**src/rtl/direct_channel_arbiter_fifo.sv**
```systemverilog
// direct_channel_arbiter_fifo
//   Input stage for a PU's direct (blocking) channels. Each channel has its
//   own FIFO_DEPTH-entry FIFO. A round-robin arbiter feeds one registered
//   valid/ready output slot.
//
// Ports
//   clk, reset            clock; synchronous active-high reset
//   clear                 synchronous flush (FIFOs, output slot, rr, stats)
//   direct_in_channels_*  per-channel packed data, valid, combinational accept
//   out_data/out_channel  message presented to the PU and its source channel
//   out_valid/out_ready   output handshake
//   is_processing         any FIFO non-empty or out_valid
//   fifo_full             per-channel full flag (registered)
//
// Optional: define DIRECT_ARBITER_STATS_EN to add stat_accepted,
//   stat_max_occupancy and stat_stall_cycles.

module direct_channel_fifo #(
  parameter int W     = 11,
  parameter int DEPTH = 4
) (
  input  logic                       clk,
  input  logic                       flush,
  input  logic                       push,
  input  logic [W-1:0]               wdata,
  input  logic                       pop,
  output logic [W-1:0]               rdata,
  output logic                       empty,
  output logic                       full
`ifdef DIRECT_ARBITER_STATS_EN
  ,output logic [$clog2(DEPTH):0]    occupancy
`endif
);
  localparam int AW = $clog2(DEPTH);
  localparam int PW = AW + 1;
  // The pointers differ only in the MSB when the FIFO is full.
  localparam logic [PW-1:0] MSB_ONLY = {1'b1, {(PW-1){1'b0}}};

  logic [W-1:0]  mem_q [DEPTH];
  logic [PW-1:0] wptr_q, wptr_d, rptr_q, rptr_d;
  logic          full_q, full_d;

  assign wptr_d = wptr_q + PW'(push);
  assign rptr_d = rptr_q + PW'(pop);
  assign full_d = (wptr_d ^ rptr_d) == MSB_ONLY;

  always_ff @(posedge clk) begin
    if (flush) begin
      wptr_q <= '0;
      rptr_q <= '0;
      full_q <= 1'b0;
    end else begin
      wptr_q <= wptr_d;
      rptr_q <= rptr_d;
      full_q <= full_d;
    end
    if (push) mem_q[wptr_q[AW-1:0]] <= wdata;
  end

  assign rdata = mem_q[rptr_q[AW-1:0]];
  assign empty = (wptr_q == rptr_q);
  assign full  = full_q;
`ifdef DIRECT_ARBITER_STATS_EN
  assign occupancy = wptr_q - rptr_q;
`endif
endmodule

module direct_channel_arbiter_fifo #(
  parameter int ADDRESS_WIDTH        = 9,
  parameter int CHANNEL_COUNT        = 6,
  parameter int FIFO_DEPTH           = 4,
  parameter int DIRECT_MESSAGE_WIDTH = ADDRESS_WIDTH + 2,
  localparam int CW = (CHANNEL_COUNT > 1) ? $clog2(CHANNEL_COUNT) : 1
) (
  input  logic                                          clk,
  input  logic                                          reset,
  input  logic                                          clear,
  input  logic [DIRECT_MESSAGE_WIDTH*CHANNEL_COUNT-1:0] direct_in_channels_data,
  input  logic [CHANNEL_COUNT-1:0]                      direct_in_channels_valid,
  output logic [CHANNEL_COUNT-1:0]                      direct_in_channels_is_taken,
  output logic [DIRECT_MESSAGE_WIDTH-1:0]               out_data,
  output logic [CW-1:0]                                 out_channel,
  output logic                                          out_valid,
  input  logic                                          out_ready,
  output logic                                          is_processing,
  output logic [CHANNEL_COUNT-1:0]                      fifo_full
`ifdef DIRECT_ARBITER_STATS_EN
  ,output logic [15:0]                                  stat_accepted
  ,output logic [$clog2(FIFO_DEPTH):0]                  stat_max_occupancy
  ,output logic [15:0]                                  stat_stall_cycles
`endif
);
  localparam int W  = DIRECT_MESSAGE_WIDTH;
  localparam int OW = $clog2(FIFO_DEPTH) + 1;

  logic                          flush;
  logic [CHANNEL_COUNT-1:0]      empty, full, pop;
  logic [CHANNEL_COUNT-1:0][W-1:0] head;
  logic [CW-1:0]                 rr_q, rr_d, grant;
  logic                          any_ne, load;
  logic [W-1:0]                  out_data_q;
  logic [CW-1:0]                 out_channel_q;
  logic                          out_valid_q;

  assign flush = reset | clear;
  assign direct_in_channels_is_taken = direct_in_channels_valid & ~full
                                     & {CHANNEL_COUNT{~flush}};

`ifdef DIRECT_ARBITER_STATS_EN
  logic [CHANNEL_COUNT-1:0][OW-1:0] occ;
`endif

  for (genvar c = 0; c < CHANNEL_COUNT; c++) begin : g_ch
    direct_channel_fifo #(.W(W), .DEPTH(FIFO_DEPTH)) u_fifo (
      .clk      (clk),
      .flush    (flush),
      .push     (direct_in_channels_is_taken[c]),
      .wdata    (direct_in_channels_data[c*W +: W]),
      .pop      (pop[c]),
      .rdata    (head[c]),
      .empty    (empty[c]),
      .full     (full[c])
`ifdef DIRECT_ARBITER_STATS_EN
      ,.occupancy(occ[c])
`endif
    );
  end

  // Round-robin: first non-empty channel at or after rr_q, wrapping.
  always_comb begin
    int idx;
    grant  = '0;
    any_ne = 1'b0;
    for (int i = 0; i < CHANNEL_COUNT; i++) begin
      idx = int'(rr_q) + i;
      if (idx >= CHANNEL_COUNT) idx = idx - CHANNEL_COUNT;
      if (!any_ne && !empty[idx]) begin
        any_ne = 1'b1;
        grant  = CW'(idx);
      end
    end
  end

  // Slot reloads when empty or when the PU takes the current message.
  assign load = any_ne & (~out_valid_q | out_ready);
  assign rr_d = (grant == CW'(CHANNEL_COUNT-1)) ? '0 : grant + CW'(1);

  always_comb begin
    pop = '0;
    if (load) pop[grant] = 1'b1;
  end

  always_ff @(posedge clk) begin
    if (flush) begin
      out_data_q    <= '0;
      out_channel_q <= '0;
      out_valid_q   <= 1'b0;
      rr_q          <= '0;
    end else if (load) begin
      out_data_q    <= head[grant];
      out_channel_q <= grant;
      out_valid_q   <= 1'b1;
      rr_q          <= rr_d;
    end else if (out_ready) begin
      out_valid_q   <= 1'b0;
    end
  end

  assign out_data      = out_data_q;
  assign out_channel   = out_channel_q;
  assign out_valid     = out_valid_q;
  assign fifo_full     = full;
  assign is_processing = (|(~empty)) | out_valid_q;

`ifdef DIRECT_ARBITER_STATS_EN
  logic [15:0]   acc_q, stall_q;
  logic [OW-1:0] max_q, max_d;
  logic [4:0]    n_taken;
  logic [16:0]   acc_sum;

  always_comb begin
    n_taken = '0;
    max_d   = max_q;
    for (int c = 0; c < CHANNEL_COUNT; c++) begin
      n_taken = n_taken + 5'(direct_in_channels_is_taken[c]);
      if (occ[c] > max_d) max_d = occ[c];
    end
  end
  assign acc_sum = {1'b0, acc_q} + 17'(n_taken);

  always_ff @(posedge clk) begin
    if (flush) begin
      acc_q   <= '0;
      stall_q <= '0;
      max_q   <= '0;
    end else begin
      acc_q <= acc_sum[16] ? 16'hFFFF : acc_sum[15:0];
      max_q <= max_d;
      if (out_valid_q && !out_ready && stall_q != 16'hFFFF)
        stall_q <= stall_q + 16'd1;
    end
  end

  assign stat_accepted      = acc_q;
  assign stat_max_occupancy = max_q;
  assign stat_stall_cycles  = stall_q;
`endif
endmodule

```
**config.mk**
```make
export PLATFORM = sky130hd
export DESIGN_NAME = direct_channel_arbiter_fifo
export DESIGN_NICKNAME = d
export VERILOG_FILES = /design/src/rtl/direct_channel_arbiter_fifo.sv
export SDC_FILE = /design/constraint.sdc
export NUM_CORES = 1
export LEC_CHECK = 0
export CAP_MARGIN = 20
export CORE_MARGIN = 1
export CORE_UTILIZATION = 53
export DETAILED_ROUTE_END_ITERATION = 8
export PLACE_DENSITY_LB_ADDON = 0.15
export SYNTH_ARGS = -nofsm -noshare
export SYNTH_HDL_FRONTEND = slang
export SYNTH_SLANG_ARGS = --single-unit
```
**constraint.sdc**
```tcl
create_clock -name clk -period 4.85 [get_ports clk]
set_input_delay 0.485 -clock clk [delete_from_list [all_inputs] [get_ports clk]]
set_output_delay 0.485 -clock clk [all_outputs]
set_load 0.05 [all_outputs]
```
==> results by group, run 1 <==
Run status
  – Status: completed

STA
  – RSZ-0062 raised after global routing: true
  – Final Cycle Share: 94.89%
  – Total count of max-transition violations in the final report: 0
  – Maximum operating frequency: 0.2173 GHz
  – Transition time of the tightest slew-check pin: 1.050 ns
  – Endpoints failing hold: 0
  – Max transition margin: 29.75%
  – Worst Setup Slack, final: 0.2477 ns
  – Skew final: 0.02611 ns
  – Final number of setup-violating endpoints: 0
  – TNS Setup: 0 ns
  – Clock period minus worst slack: 4.602 ns

Placed design
  – Placed wire-length estimate: 21340 um
  – Port Buffer Count: 103
  – Cells after DPL: 1258
  – Final GP Congestion: 0.8303
  – Worst Setup Slack post-DPL: 0.2633 ns

Final layout
  – Final-stage net count: 1084
  – Commonest cells after routing, fill and taps aside: edfxtp_1 (264), clkdlybuf4s50_1 (103), mux4_2 (66)
  – Share of layout cells above drive strength 1: 19.56%
  – Non-filler cells, final: 1327
  – Filler instances: 1807
  – Diodes inserted: 0
  – Area added between synthesis and finish: 19.33%
  – Commonest non-fill, non-tap cell in the layout: edfxtp_1
  – Multi-input combinational cell area: 4438 um2
  – Combined flip-flop and latch cell area: 9129 um2

Synthesis
  – Fraction of registers with async set/reset: 0%
  – Register bit total from synthesis: 324
  – Synthesized instance count: 837
  – Synthesized area divided by synthesized cell count: 16.52 um2
  – Synth warnings: 0
  – Number of distinct library cells after synthesis: 61
  – Number of enable-type register cells in the synthesized netlist: 264
  – Sequential share of the synthesized area: 66.02%
  – Main synth FF type: edfxtp_1
  – Synthesized area: 13830 um2
  – Syn Nets: 950

GRT
  – Overall global routing resource usage: 23.15%
  – Wire length of the first global-routing pass: 45280 um
  – Initial antenna violation count: 0
  – Sum of overflow across all layers after global routing: 0
  – Number of global-route vias before repair: 7913
  – Largest net degree at the start of global routing: 43

Die
  – Cell Rows: 58
  – Total Die Area: 26740 um2
  – Core Footprint: 25400 um2
  – Initial Util: 54.44%
  – Die Span X: 163.5 um
  – Top-Level Pins: 104
  – Height of the die: 163.5 um

Detailed routing
  – Avg WL per Cell: 22.70 um
  – DRC violation count after routing: 0
  – Via count: 7679
  – Average via count per standard cell: 5.787
  – Number of design-rule violations left by the first detailed-router iteration: 504
  – First-pass iteration count of the detailed router: 4
  – Routed Antenna Nets: 0
  – Routed WL: 30120 um

Setup path
  – Signal arrival time at the worst endpoint: 5.02 ns
  – Largest fanout on the critical path: 13
  – CP Data Required Time: 5.27 ns
  – Endpoint kind of the worst setup timing path: flop
  – Crit start category: flop
  – Critical Setup Path Class: reg -> reg

Hold path
  – Worst min-delay path class: reg -> reg

Clock network
  – TritonCTS clock tree: yes
  – Clock-pin slew reported for the worst setup and hold paths after clock tree synthesis: 0.06 ns
  – Number of buffers created by CTS: 35
  – H-Tree Level Count: 2
  – Root Driver: clkbuf_16
  – Maximum clock insertion buffer count: 3
  – Clock Sinks: 324
  – Worst-Skew Late Latency: 0.52 ns

Power
  – Peak VDD IR: 0.4889 mV
  – Total power density per cell area: 548.5 nW/um2
  – Final Total Pwr: 9.049 mW
  – P_leak: 5.888 nW

Run
  – Maximum Capacitance Violations: 0
==> cells in the mapped netlist (2+ instances only) <==
master | instances | area, um2
mux4_2 | 66 | 1486
dfxtp_1 | 60 | 1201
xnor2_1 | 28 | 245.2
nor3b_1 | 9 | 67.56
nand4_1 | 2 | 12.51
nor4_4 | 3 | 63.81
buf_4 | 12 | 90.09
nand2_1 | 29 | 108.9
a21o_1 | 4 | 30.03
o21a_1 | 2 | 15.01
nor4_1 | 10 | 62.56
inv_2 | 2 | 7.510
or3_1 | 4 | 25.02
nand2_2 | 2 | 12.51
o211a_1 | 2 | 20.02
o21ai_0 | 19 | 95.09
o22a_1 | 14 | 122.6
buf_6 | 2 | 22.52
nor2_1 | 42 | 157.7
or2_2 | 3 | 18.77
inv_1 | 13 | 48.80
ha_1 | 37 | 462.9
nand3_1 | 7 | 35.03
nand3b_1 | 3 | 22.52
xor2_1 | 27 | 236.5
a211oi_1 | 3 | 22.52
and2_1 | 26 | 162.7
mux2i_1 | 29 | 290.3
o2bb2ai_1 | 2 | 17.52
a21oi_1 | 12 | 60.06
clkbuf_1 | 25 | 93.84
buf_2 | 5 | 25.02
and3_1 | 6 | 37.54
o211ai_1 | 2 | 15.01
a31oi_1 | 13 | 81.33
edfxtp_1 | 264 | 7928
nor3_1 | 11 | 55.05
nor2b_1 | 2 | 12.51
mux2_2 | 13 | 146.4
==> path summary, 6_finish.rpt <==
path	startpoint	to	cells past startpoint	slack, ns
setup / recovery	rr_q[1]	g_ch[2].u_fifo.full	19	0.25
hold / removal	out_valid	out_valid	2	0.55
setup reg to reg	rr_q[1]	g_ch[2].u_fifo.full	19	0.25
hold reg to reg	out_valid	out_valid	2	0.55
==> critical path: stages, from the launching register on <==
cell       delay (ns)
dfxtp_1          0.40
inv_1            0.17
ha_1             0.43
ha_1             0.25
a211oi_1         0.32
o21ai_0          0.18
xnor2_1          0.16
buf_4            0.15
nor2_1           0.09
a21oi_1          0.05
a22o_1           0.28
nor4_4           0.34
buf_4            0.19
o2bb2ai_2        0.19
nand2_2          0.23
nor2_1           0.24
ha_1             0.20
ha_1             0.24
xor2_1           0.16
nor4_1           0.23
==> per-stage QoR <==
step           hold slack (ns)  util [%]  instance area [um2]
4_1_cts                 0.5530     64.74                16440
3_3_place_gp            0.5238     60.29                15310
2_1_floorplan           0.5395         -                13830
5_1_grt                 0.5868     64.96                16500
6_report                0.5460     64.96                16500
3_5_place_dp            0.5408     60.29                15310
==> power by group <==
group          switching, mW  internal (mW)
Combinational           1.97           1.39
Clock                   1.05           1.52
Sequential            0.0459           3.07
Total                   3.06           5.99
==> layer usage <==
metal | global-route usage (%) | wire (um) | vias up
met2 | 38.00 | 14950 | 222
met3 | 3.327 | 1570 | 51
met1 | 32.05 | 12790 | 3886
met4 | 7.323 | 808 | 0
li1 | - | - | 3520
met5 | 0 | 0 | -
==> sequential cells by signal (all words and copies together) (netlist names) <==
signal	cells
g_ch.u_fifo.mem_q	264
g_ch.u_fifo.rptr_q	18
out_channel	3
rr_q	3
out_valid	1
out_data	11
g_ch.u_fifo.wptr_q	18
g_ch.u_fifo.full	6
==> cells by family (layout without fill, tap and decap cells) <==
| kind of cell | count (synthesis) | count (layout) | share of synthesized area, % |
|---|---|---|---|
| flops | 324 | 324 | 66.02 |
| simple gates | 167 | 167 | 6.669 |
| mux | 109 | 109 | 14.02 |
| compound gates | 84 | 84 | 4.235 |
| buf+inv | 60 | 220 | 2.108 |
| xor+xnor | 56 | 56 | 3.602 |
| fa+ha+maj | 37 | 37 | 3.348 |
==> what timing repair did <==
item	CTS	global route
hold buffers	0	0
buffers inserted	0	3
resized for setup	0	1
endpoints found under the setup margin	0	4
==> layout make-up <==
class | count | area share [%]
multi-input combinational | 453 | 26.90
clock buffer | 38 | 5.505
sequential | 324 | 55.33
inverter | 15 | 0.3412
timing repair buffer | 142 | 8.084
tap | 330 | 2.502
clock inverter | 25 | 1.342
Note: power is estimated with default switching activity, not from simulation.
==> inputs of run 2 (changes only) <==
- CTS_BUF_LIST: default -> sky130_fd_sc_hd__clkbuf_4 sky130_fd_sc_hd__clkbuf_8 sky130_fd_sc_hd__clkbuf_16
- GPL_ROUTABILITY_DRIVEN: default -> 0
==> run 2 against run 1 <==
  * Count of clock-buffer cells in the layout is 7 higher
  * Wire length fell by 2.4%
  * Register-to-register slack barely moved
  * Sequential share of layout area about the same
  * Final cell count fell by 0.53%
  * Core utilization is essentially flat
  * Clock skew fell by 0.012 ns
  * Clock power is essentially flat
  * Largest power group unchanged
==> results by group, run 2 (synthesis gave the netlist of run 1 again) <==
Final layout
  – Area added between synthesis and finish: 19.29% (about the same)
  – Layout Utilization: 64.94% (about the same)
  – Final-stage net count: 1078 (-0.55%)
  – Share of layout cells above drive strength 1: 20.20% (+0.64 points)
  – Diodes inserted: 0 (unchanged)
  – Post-route standard cell area excluding fillers: 16490 um2 (about the same)
  – Commonest cells after routing, fill and taps aside: edfxtp_1 (264), clkdlybuf4s50_1 (103), mux4_2 (66)
  – Max reg flops: 264 (unchanged)
  – Commonest non-fill, non-tap cell in the layout: edfxtp_1

Hold path
  – Worst min-delay path class: reg -> reg
  – Worst hold stages: 2 (unchanged)

Power
  – P_leak: 5.895 nW (+0.12%)
  – Switching power summed over all nets: 3.017 mW (-1.5%)
  – Clock network fraction of design power: 28.6% (+0.2 points)
  – Final Total Pwr: 9.031 mW (-0.20%)
  – Total power density per cell area: 547.5 nW/um2 (-0.17%)
  – Switching Fraction: 33.40% (-0.43 points)
  – Total internal power: 6.015 mW (+0.45%)
  – Peak VDD IR: 0.4917 mV (+0.58%)
  – Proportion of power drawn by flip-flops and latches: 34.5% (about the same)
  – Power share of the combinational group: 36.9% (-0.2 points)

GRT
  – Wire length of the first global-routing pass: 44820 um (-1.0%)
  – Number of global-route vias before repair: 7914 (+0.013%)
  – Sum of overflow across all layers after global routing: 0 (unchanged)
  – Largest net degree at the start of global routing: 33 (-23%)
  – Initial antenna violation count: 0 (unchanged)
  – Overall global routing resource usage: 22.64% (-0.51 points)

Setup path
  – Signal arrival time at the worst endpoint: 5.00 ns (-0.02 ns)
  – Largest fanout on the critical path: 7 (-6)
  – Largest stage delay on the critical path: 0.44 ns (about the same)
  – Critical path buffer and inverter count: 2 (-1)
  – Crit path depth: 17 (-2)
  – Most numerous cell on the critical path: ha_1
  – Logic depth of the worst register-to-register path: 17 (-2)
  – Cell family contributing the most delay on the critical path: adder cells
  – Slowest stage cell on the critical path: nor4_4
  – CP Data Required Time: 5.25 ns (-0.02 ns)
  – CP Cell Sequence: inv_1 -> ha_2 -> ha_1 -> a211oi_2 -> o21ai_0 -> xnor2_2 -> a21oi_1 -> a22o_1 -> nor4_4 -> mux2_4 -> nor2_1 -> inv_1 -> nor2_1 -> ha_1 -> ha_1 -> xor2_1 -> nor4_1
  – Endpoint kind of the worst setup timing path: flop
  – Critical Setup Path Class: reg -> reg
  – Crit start category: flop

Detailed routing
  – Detailed route wirelength on metal3: 1562 um (-0.51%)
  – Avg WL per Cell: 22.28 um (-1.9%)
  – Average via count per standard cell: 5.795 (+0.15%)
  – First-pass iteration count of the detailed router: 5 (+1)
  – Number of design-rule violations left by the first detailed-router iteration: 554 (+9.9%)
  – DRC violation count after routing: 0 (unchanged)
  – Max layer used: met4
  – Via count: 7650 (-0.38%)
  – Met2 wire length: 14490 um (-3.1%)
  – Routed Antenna Nets: 0 (unchanged)
  – Met1 routed wirelength after detailed routing: 12670 um (-0.94%)
  – Routed WL: 29400 um (-2.4%)

Die
  – Cell Rows: 58 (unchanged)
  – Height of the die: 163.5 um (unchanged)
  – Die Span X: 163.5 um (unchanged)
  – Core Footprint: 25400 um2 (unchanged)
  – Total Die Area: 26740 um2 (unchanged)
  – Initial Util: 54.44% (unchanged)
  – Top-Level Pins: 104 (unchanged)

Clock network
  – Count of hold buffers inserted by post-cts repair: 0 (unchanged)
  – H-Tree Level Count: 2 (unchanged)
  – Clock-pin slew reported for the worst setup and hold paths after clock tree synthesis: 0.07 ns (about the same)
  – Root Driver: clkbuf_16
  – Worst-Skew Late Latency: 0.50 ns (-0.02 ns)
  – Number of buffers created by CTS: 34 (-2.9%)
  – TritonCTS clock tree: yes
  – Maximum clock insertion buffer count: 3 (unchanged)
  – Clock Sinks: 324 (unchanged)

Placed design
  – Placed Instance Area: 15290 um2 (-0.15%)
  – Placed wire-length estimate: 20720 um (-2.9%)
  – Port Buffer Count: 103 (unchanged)

STA
  – Skew final: 0.01376 ns (-0.01235 ns)
  – Total count of max-transition violations in the final report: 0 (unchanged)
  – Endpoints failing hold: 0 (unchanged)
  – RSZ-0062 raised after global routing: true
  – Maximum operating frequency: 0.2174 GHz (about the same)
  – Transition time of the tightest slew-check pin: 1.085 ns (+0.03500 ns)
  – Max transition margin: 27.41% (-2.3 points)
  – Clock period minus worst slack: 4.600 ns (-0.002471 ns)
  – Hold Worst Slack: 0.5210 ns (-0.02498 ns)
  – Final Cycle Share: 94.84% (about the same)
  – Final number of setup-violating endpoints: 0 (unchanged)
  – TNS Setup: 0 ns (unchanged)

Run status
  – Status: completed

Run
  – Maximum Capacitance Violations: 0 (unchanged)
[run 2: changes by cell type in the layout (fill, tap and decap cells not counted), sizes merged]
cell,before,now
clkinv,17,11
inv,17,16
clkinvlp,3,1
buf,38,34
clkbuf,39,45
[run 2: repair_timing]
item | in CTS | in global routing
pin swaps | 1 | 1
endpoints found under the hold margin | 0 | 0
setup endpoints to repair | 1 | 12
gates resized for setup | 1 | 8
setup buffers | 0 | 1
gates cloned | 0 | 0
[run 2: power by group through the flow]
stage	Sequential [mW]	Combinational (mW)	Clock [mW]
after floorplan	3.25	2.26	0
after global placement	3.17	3.12	0
after detailed placement	3.18	3.20	0
after CTS	3.12	3.23	2.62
after global routing	3.12	3.51	2.73
final	3.12	3.33	2.58
[run 2: area by class of cell]
class                   instances  area, um2
repair buffers                137       1290
flip-flops and latches        324       9129
clock buffers                  45      975.9
clock inverters                16      157.7
fillers                      1749       8905
multi-input cells             453       4473
inverters                      15      56.30
well taps                     330      412.9
[run 2: worst paths after layout]
| kind | slack [ns] | to | startpoint |
|---|---|---|---|
| max | 0.25 | g_ch[4].u_fifo.full | rr_q[1] |
| min | 0.52 | out_channel[2] | out_channel[2] |
| max reg2reg | 0.25 | g_ch[4].u_fifo.full | rr_q[1] |
| min reg2reg | 0.52 | out_channel[2] | out_channel[2] |
[run 2: metal layers]
metal | GRT usage, % | vias up
met5 | 0 | -
met4 | 7.155 | 0
met3 | 3.250 | 52
met2 | 37.10 | 241
met1 | 31.42 | 3843
li1 | - | 3514
[run 2: through the flow]
step | setup WS (ns) | instances
floorplan | 0.1770 | 837
global placement | 0.2896 | 1255
detailed placement | 0.08745 | 1255
CTS | 0.05625 | 1316
global route | -0.04230 | 1320
finish | 0.2502 | 1320
[run 2: worst min-delay path, stage by stage, from the launching register on]
cell and delay, ns:
dfxtp_1 0.34, mux2i_1 0.07, nor2_1 0.07
==> inputs of run 3 (changes only) <==
- RECOVER_POWER: default -> 50
==> run 3 against run 2 <==
  * Global-route usage did not move
  * Fmax shrank 0.16%
  * Clock skew down 0.00053 ns
  * Count of clock-buffer cells in the layout unchanged
  * Via count barely moved
  * Combinational power about the same
  * First-iteration DRC count shrank 1.3%
  * Register-to-register slack about the same
  * Largest cell class unchanged
  * Largest power group unchanged
  * Highest routed layer unchanged
==> results by group, run 3 (synthesis gave the netlist of run 1 again) <==
Setup path
  – Worst flop-to-flop path endpoint: g_ch[4].u_fifo.full
  – Logic depth of the worst register-to-register path: 17 (unchanged)
  – Endpoint kind of the worst setup timing path: flop
  – Startpoint of the worst-slack reg-to-reg timing path: rr_q[1]
  – CP Data Required Time: 5.25 ns (about the same)
  – Largest fanout on the critical path: 7 (unchanged)
  – Crit start category: flop
  – Signal arrival time at the worst endpoint: 5.01 ns (about the same)
  – Register-to-Register Setup Slack: 0.24 ns (about the same)
  – Critical Setup Path Class: reg -> reg

Die
  – Height of the die: 163.5 um (unchanged)
  – Core Footprint: 25400 um2 (unchanged)
  – Top-Level Pins: 104 (unchanged)
  – Die Span X: 163.5 um (unchanged)
  – Total Die Area: 26740 um2 (unchanged)
  – Initial Util: 54.44% (unchanged)
  – Cell Rows: 58 (unchanged)

Final layout
  – Layout Utilization: 64.90% (about the same)
  – Non-filler cells, final: 1320 (unchanged)
  – Diodes inserted: 0 (unchanged)
  – Final-stage net count: 1078 (unchanged)
  – Max reg flops: 264 (unchanged)
  – Area added between synthesis and finish: 19.21% (about the same)
  – Commonest cells after routing, fill and taps aside: edfxtp_1 (264), dlygate4sd3_1 (82), mux4_2 (66)
  – Share of layout cells above drive strength 1: 19.90% (-0.30 points)
  – Filler instances: 1753 (+0.23%)
  – Commonest non-fill, non-tap cell in the layout: edfxtp_1

GRT
  – Routing layer with the top usage in global route: met2
  – Sum of overflow across all layers after global routing: 0 (unchanged)
  – Number of global-route vias before repair: 7914 (unchanged)
  – Global routing usage on met2: 37.10% (unchanged)
  – Met3 track demand over resource in global routing: 3.250% (unchanged)
  – Wire length of the first global-routing pass: 44820 um (unchanged)
  – Overall global routing resource usage: 22.64% (unchanged)
  – Largest net degree at the start of global routing: 33 (unchanged)
  – Initial antenna violation count: 0 (unchanged)
  – GR Util met1: 31.42% (unchanged)

Placed design
  – Port Buffer Count: 103 (unchanged)
  – Placed wire-length estimate: 20720 um (unchanged)
  – Cells after DPL: 1255 (unchanged)

Power
  – P_leak: 5.946 nW (+0.87%)
  – Peak VDD IR: 0.4910 mV (-0.14%)
  – Total power density per cell area: 546.6 nW/um2 (-0.16%)

Clock network
  – Clock Sinks: 324 (unchanged)
  – Number of buffers created by CTS: 34 (unchanged)
  – H-Tree Level Count: 2 (unchanged)
  – Worst-Skew Late Latency: 0.50 ns (about the same)
  – Maximum clock insertion buffer count: 3 (unchanged)
  – Root Driver: clkbuf_16
  – TritonCTS clock tree: yes
  – Clock-pin slew reported for the worst setup and hold paths after clock tree synthesis: 0.07 ns (about the same)

Detailed routing
  – Routed Antenna Nets: 0 (unchanged)
  – Routed WL: 29360 um (-0.16%)
  – First-pass iteration count of the detailed router: 5 (unchanged)
  – Average via count per standard cell: 5.797 (about the same)
  – Avg WL per Cell: 22.24 um (-0.16%)
  – Number of design-rule violations left by the first detailed-router iteration: 547 (-1.3%)
  – DRC violation count after routing: 0 (unchanged)
  – Via count: 7652 (+0.026%)

Run status
  – Status: completed

STA
  – Clock period minus worst slack: 4.607 ns (+0.007219 ns)
  – RSZ-0062 raised after global routing: true
  – Final number of setup-violating endpoints: 0 (unchanged)
  – Maximum operating frequency: 0.2171 GHz (-0.16%)
  – Final Cycle Share: 94.99% (+0.15 points)
  – Max transition margin: 27.06% (-0.35 points)
  – Endpoints failing hold: 0 (unchanged)
  – Skew final: 0.01323 ns (-0.0005291 ns)
  – Transition time of the tightest slew-check pin: 1.090 ns (+0.005235 ns)
  – Total count of max-transition violations in the final report: 0 (unchanged)

Hold path
  – WHS Endpoint: out_channel[2]
  – Hold path start: out_channel[2]
  – Worst hold stages: 2 (unchanged)
  – Worst min-delay path class: reg -> reg

Run
  – Maximum Capacitance Violations: 0 (unchanged)
[run 3: layout make-up]
class,instances,area [um2],area share (%)
Sequential cell,324,9129,55.38
Multi-Input combinational cell,453,4473,27.14
Timing Repair Buffer,137,1279,7.758
Clock buffer,45,975.9,5.921
Tap cell,330,412.9,2.505
Clock inverter,16,157.7,0.9564
Inverter,15,56.30,0.3416
[run 3: stage by stage]
step	cell area (um2)	total power, mW	setup WS [ns]	setup TNS [ns]	hold WS (ns)
6_report	16480	9.010	0.2430	0	0.5186
5_1_grt	16480	9.341	-0.04230	-0.04829	0.5669
4_1_cts	16430	8.973	0.05625	0	0.5220
3_5_place_dp	15290	6.373	0.08745	0	0.4977
3_3_place_gp	15290	6.287	0.2896	0	0.4828
2_1_floorplan	13830	5.513	0.1770	0	0.5395
[run 3: critical path: stages, from the launching register on]
cell and delay (ns):
dfxtp_1 0.31, inv_1 0.22, ha_2 0.39, ha_1 0.23
a211oi_2 0.28, o21ai_0 0.21, xnor2_2 0.31, a21oi_1 0.13
a22o_1 0.29, nor4_4 0.44, mux2_4 0.38, nor2_1 0.15
inv_1 0.09, nor2_1 0.23, ha_1 0.20, ha_1 0.25
xor2_1 0.17, nor4_1 0.24
[run 3: worst max-delay path by stage]
stage                 start  slack, ns                   to  depth (start not counted)
finish              rr_q[1]       0.24  g_ch[4].u_fifo.full                         17
global route        rr_q[1]      -0.04  g_ch[1].u_fifo.full                         22
CTS                 rr_q[2]       0.06  g_ch[1].u_fifo.full                         17
detailed placement  rr_q[2]       0.09  g_ch[4].u_fifo.full                         17
global placement    rr_q[1]       0.29  g_ch[4].u_fifo.full                         20
floorplan           rr_q[1]       0.18  g_ch[4].u_fifo.full                         20
[run 3: per-layer routing]
| layer | vias up | share of wire [%] |
|---|---|---|
| li1 | 3517 | - |
| met2 | 251 | 50 |
| met5 | - | 0 |
| met4 | 0 | 2.4 |
| met1 | 3826 | 43 |
| met3 | 58 | 5.5 |
[run 3: what timing repair did]
item | 4_1_cts | 5_1_grt
pin swaps | 1 | 1
hold buffers | 0 | 0
resized for setup | 1 | 8
setup endpoints to repair | 1 | 12
buffers inserted | 0 | 1
[run 3: where the power goes]
group | internal [mW] | leakage, nW | total [mW] | switching (mW)
Sequential | 3.07 | 2.87 | 3.12 | 0.0433
Combinational | 1.35 | 2.50 | 3.31 | 1.96
Clock | 1.58 | 0.571 | 2.59 | 1.01
Total | 6.00 | 5.95 | 9.01 | 3.01
